## src/rtl/factor_scan.sv

```systemverilog
// factor_scan: cycle-stepped factoring controller for an external combinational multiplier.
// Walks candidate pairs (a, b) with 2 <= a <= b <= max in a-major order, one per cycle. The
// first pair whose product equals the latched target is reported.
//
// Ports:
//   clk, reset       rising-edge clock, synchronous active-high reset
//   start, target    begin a scan (sampled only when idle); number to factor
//   multiplicand     candidate a, driven to the multiplier (the a counter register)
//   multiplier       candidate b, driven to the multiplier (the b counter register)
//   product          combinational a*b returned by the multiplier
//   busy             high while scanning
//   done             one-cycle pulse when a scan ends
//   found            last scan found a pair; held until the next accepted start
//   factor_a/_b      the pair found (a <= b); held
module factor_scan #(
  parameter int unsigned WIDTH  = 3,
  parameter int unsigned PWIDTH = 2 * WIDTH
) (
  input  logic              clk,
  input  logic              reset,
  input  logic              start,
  input  logic [PWIDTH-1:0] target,
  output logic [WIDTH-1:0]  multiplicand,
  output logic [WIDTH-1:0]  multiplier,
  input  logic [PWIDTH-1:0] product,
  output logic              busy,
  output logic              done,
  output logic              found,
  output logic [WIDTH-1:0]  factor_a,
  output logic [WIDTH-1:0]  factor_b
);

  typedef enum logic [0:0] {StIdle, StScan} state_e;

  localparam logic [WIDTH-1:0] MaxVal   = '1;
  localparam logic [WIDTH-1:0] FirstVal = WIDTH'(2);

  state_e            state_q, state_d;
  logic [WIDTH-1:0]  a_q, a_d;
  logic [WIDTH-1:0]  b_q, b_d;
  logic [PWIDTH-1:0] tgt_q, tgt_d;
  logic              busy_q, busy_d;
  logic              done_q, done_d;
  logic              found_q, found_d;
  logic [WIDTH-1:0]  fa_q, fa_d;
  logic [WIDTH-1:0]  fb_q, fb_d;

  always_comb begin
    state_d = state_q;
    a_d     = a_q;
    b_d     = b_q;
    tgt_d   = tgt_q;
    busy_d  = busy_q;
    done_d  = 1'b0;
    found_d = found_q;
    fa_d    = fa_q;
    fb_d    = fb_q;

    unique case (state_q)
      StIdle: begin
        if (start) begin
          tgt_d   = target;
          a_d     = FirstVal;
          b_d     = FirstVal;
          found_d = 1'b0;
          fa_d    = '0;
          fb_d    = '0;
          busy_d  = 1'b1;
          state_d = StScan;
        end
      end
      StScan: begin
        // product is the multiplier's response to the a/b registers in this same cycle
        if (product == tgt_q) begin
          found_d = 1'b1;
          fa_d    = a_q;
          fb_d    = b_q;
          done_d  = 1'b1;
          busy_d  = 1'b0;
          state_d = StIdle;
        end else if (b_q != MaxVal) begin
          b_d = b_q + WIDTH'(1);
        end else if (a_q != MaxVal) begin
          // b restarts at the new a so only pairs with a <= b are visited
          a_d = a_q + WIDTH'(1);
          b_d = a_q + WIDTH'(1);
        end else begin
          found_d = 1'b0;
          done_d  = 1'b1;
          busy_d  = 1'b0;
          state_d = StIdle;
        end
      end
      default: state_d = StIdle;
    endcase
  end

  always_ff @(posedge clk) begin
    if (reset) begin
      state_q <= StIdle;
      a_q     <= '0;
      b_q     <= '0;
      tgt_q   <= '0;
      busy_q  <= 1'b0;
      done_q  <= 1'b0;
      found_q <= 1'b0;
      fa_q    <= '0;
      fb_q    <= '0;
    end else begin
      state_q <= state_d;
      a_q     <= a_d;
      b_q     <= b_d;
      tgt_q   <= tgt_d;
      busy_q  <= busy_d;
      done_q  <= done_d;
      found_q <= found_d;
      fa_q    <= fa_d;
      fb_q    <= fb_d;
    end
  end

  assign multiplicand = a_q;
  assign multiplier   = b_q;
  assign busy         = busy_q;
  assign done         = done_q;
  assign found        = found_q;
  assign factor_a     = fa_q;
  assign factor_b     = fb_q;

endmodule

```

## config.mk

```make
export PLATFORM = sky130hd
export DESIGN_NAME = factor_scan
export DESIGN_NICKNAME = d
export VERILOG_FILES = /design/src/rtl/factor_scan.sv
export SDC_FILE = /design/constraint.sdc
export NUM_CORES = 1
export LEC_CHECK = 0
export BUFFER_PORTS_ARGS = -buffer_cell sky130_fd_sc_hd__clkbuf_2
export CAP_MARGIN = 20
export CORE_ASPECT_RATIO = 0.7
export CORE_MARGIN = 2
export CORE_UTILIZATION = 35
export CTS_CLUSTER_SIZE = 28
export DETAILED_ROUTE_END_ITERATION = 10
export HOLD_SLACK_MARGIN = 0.15
export SKIP_LAST_GASP = 1
export SLEW_MARGIN = 20
export SYNTH_ARGS = -nofsm -noshare
export SYNTH_HDL_FRONTEND = slang
export SYNTH_SLANG_ARGS = --single-unit
```

## constraint.sdc

```tcl
create_clock -name clk -period 1.85 [get_ports clk]
set_input_delay 0.0925 -clock clk [delete_from_list [all_inputs] [get_ports clk]]
set_output_delay 0.0925 -clock clk [all_outputs]
set_load 0.005 [all_outputs]
```

==> results.md <==
- Die Wd: 67.92 um
- Pleak: 0.0005678 uW
- Post-synth EDFFs: 0
- RePlAce Congestion: 0.7919
- Syn_nets: 135
- Grt ovf: 0
- Final ANT Viol Nets: 0
- Synth Flop Type: dfxtp_1
- Hold Crit Class: in -> reg
- Storage cell area: 442.9 um^2
- Sequential power share: 54.7%
- Vias per inst: 4.881
- P_sw: 224.3 uW
- Compound-Gate Fraction of Synth Area: 14.75%
- Layout cells sized above 1: 31.85%
- Setup CP Type: reg -> reg
- Yosys cell types: 32
- Worst EP required: 2.03 ns
- Die area: 3311 um^2
- Async S/R FF share, synth: 0%
- Hold EP: state_q
- Post-Syn Area per Cell: 8.629 um^2
- Dominant cells by area after synthesis: dfxtp_1, a21oi_1, nand2_1
- Setup_tns: 0 ns
- Synthesis Warnings: 0
- RR Startpoint: multiplier[0]
- Tcrit/Tclk final: 97.14%
- Yosys reg bits: 22
- Clock network fraction of design power: 31.4%
- Post-synthesis sequential area ratio: 44.00%
- Synth Cell Area: 1001 um^2
- Slew HR: 65.48%
- Worst hold path stage count: 3
- DP Cell Count: 182
- H-Tree Depth: 1
- Rows: 16
- CP Max Fanout: 6
- Max Cap Violations: 0
- Clock Sinks: 22
- Final Power: 923.8 uW
- Dominant cell type by area after synthesis: dfxtp_1
- CTS tree: built
- Multi-input logic area: 520.5 um^2
- Final hold violations: 0
- Vias in the first global route: 872
- Xor/xnor cell area share of the yosys netlist: 5.250%
- Pwr dens: 688.8 nW/um^2
- Root Buffer: clkbuf_8
- Slew Limit Fails: 0
- Port-buffer cells: 29
- Flop-to-flop setup slack: 0.05 ns
- Total Wirelength: 2.489 mm
- Routed len/inst: 12.90 um
- Post-DP HPWL: 1.844 mm
- Worst-Skew Late Latency: 0.26 ns
- Status: completed
- Largest family of logic cells by synthesized area: simple AND/OR/NAND/NOR gates
- Fmax: 0.5564 GHz
- Worst-Margin Slew: 0.5178 ns
- # diodes: 0
- Fill count: 278
- RSZ-0062 raised after global routing: true
- Area Overhead vs Synth: 34.00%
- Finished Layout Cells: 193
- Element type at the critical path end: register
- Setup Skew: 0.002429 ns
- Largest net degree at the start of global routing: 22
- Worst Hold Launch: start
- Die height: 48.75 um
- TritonRoute pass-1 iters: 4
- Synth top cells by count: dfxtp_1, nand2_1, a21oi_1
- DRT iter0 DRCs: 26
- R2R depth: 7
- Simple-Gate Fraction of Synth Area: 24.13%
- Switching Fraction: 24.28%
- Post-Synth Adder-Cell Area: 5.000%
- Top-level I/O count: 30
- GRT Resource Usage Total: 15.90%
- Final WS setup: 0.05283 ns
- Total CTS buffers: 3
- Post-layout util: 48.55%
- Minimum clock period: 1.797 ns
- # nets final: 178
- Synth top area share: 44.00%
- Number of antenna violations at the first check in global routing: 0
- Crit path DAT: 1.97 ns
- Reg clk slew, reported paths: 0.07 ns
- Starting Density: 36.23%
- P_int: 699.6 uW
- Core Region: 2763 um^2
- Syn Inst Count: 116
- Place WS: 0.03994 ns
- Combinational share of power: 13.9%
- Via count: 942
- First-pass GRT wire length: 3.981 mm
- Mux cell area share after synthesis: 2.125%
- Setup violations, final: 0
- Peak supply drop: 285.7 uV
- Deepest clock path buffer count: 2
- Worst flop-to-flop path endpoint: multiplier[0]
- DRC: 0
- Crit path launch type: register
power groups by stage:
| stage | sequential (uW) | combinational [uW] | clock, uW |
|---|---|---|---|
| 4_1_cts | 505 | 124 | 303 |
| 3_3_place_gp | 514 | 112 | 0 |
| 6_report | 506 | 129 | 290 |
| 5_1_grt | 508 | 144 | 320 |
| 2_1_floorplan | 514 | 71.4 | 0 |
| 3_5_place_dp | 516 | 114 | 0 |
state kept, by name, indices dropped and copies added (netlist names):
register and cells:
tgt_q 6, factor_a 3, factor_b 3, multiplicand 3, multiplier 3, busy 1, done 1, found 1
state_q 1
cell type report:
type,count,area share (%)
clock buffers,3,3.078
inverters,3,0.8395
multi-input cells,84,38.81
flip-flops and latches,22,33.02
well taps,36,3.358
repair buffers,45,20.90
critical path, cell delays in order, from the launching register on:
cell and delay, ns:
dfxtp_2 0.35, ha_1 0.20, ha_1 0.19, and3_4 0.19, nor2_4 0.10, o21ai_4 0.08, or4b_1 0.47, a31oi_1 0.14
cell usage in the layout (no fill, tap or decap), types with 2 or more instances in the layout:
master         count
nand3_1            8
xnor2_1            6
buf_4             10
dfxtp_1           20
dlygate4sd3_1      6
nor2_1             3
nand4_1            2
a21oi_1           17
clkbuf_8           3
dfxtp_2            2
inv_1              3
ha_1               4
nor4_1             3
nand2_1           22
clkbuf_2          29
worst max path at each step:
| stage | start | endpoint | slack [ns] | cells after the start |
|---|---|---|---|---|
| after floorplan | multiplier[0] | multiplier[0] | 0.02 | 8 |
| after global placement | multiplicand[1] | multiplier[0] | 0.10 | 7 |
| after detailed placement | multiplicand[1] | multiplier[0] | 0.04 | 7 |
| after CTS | multiplicand[1] | multiplier[0] | 0.01 | 7 |
| after global routing | multiplicand[0] | multiplier[0] | -0.007 | 7 |
| final | multiplier[0] | multiplier[0] | 0.05 | 7 |
what timing repair did:
item | 4_1_cts | 5_1_grt
setup buffers | 0 | 2
setup endpoints to repair | 0 | 1
resized for setup | 0 | 1
hold buffers | 6 | 0
hold endpoints to repair | 6 | 0
metal layers:
| layer | part of all wire, % | track usage (%) | up-vias |
|---|---|---|---|
| met2 | 47 | 24.92 | 21 |
| li1 | - | - | 488 |
| met1 | 47 | 21.23 | 430 |
| met5 | 0 | 0 | - |
| met4 | 0.40 | 2.000 | 0 |
| met3 | 5.5 | 6.047 | 3 |
metrics by stage:
stage / hold slack [ns] / instance area [um^2]
after floorplan: 0.2285 / 1010
after global routing: 0.3164 / 1341
after detailed placement: 0.3246 / 1224
final: 0.2880 / 1341
after global placement: 0.3154 / 1224
after CTS: 0.2849 / 1325
logic make-up after synthesis:
| group | after synthesis |
|---|---|
| AO/OA/AOI/OAI | 25 |
| XOR/XNOR | 6 |
| adder cells (fa/ha/maj) | 4 |
| buffers and inverters | 10 |
| flip-flops | 22 |
| multiplexers | 2 |
| AND/OR/NAND/NOR | 47 |
Power figures use the tool's default switching activity.
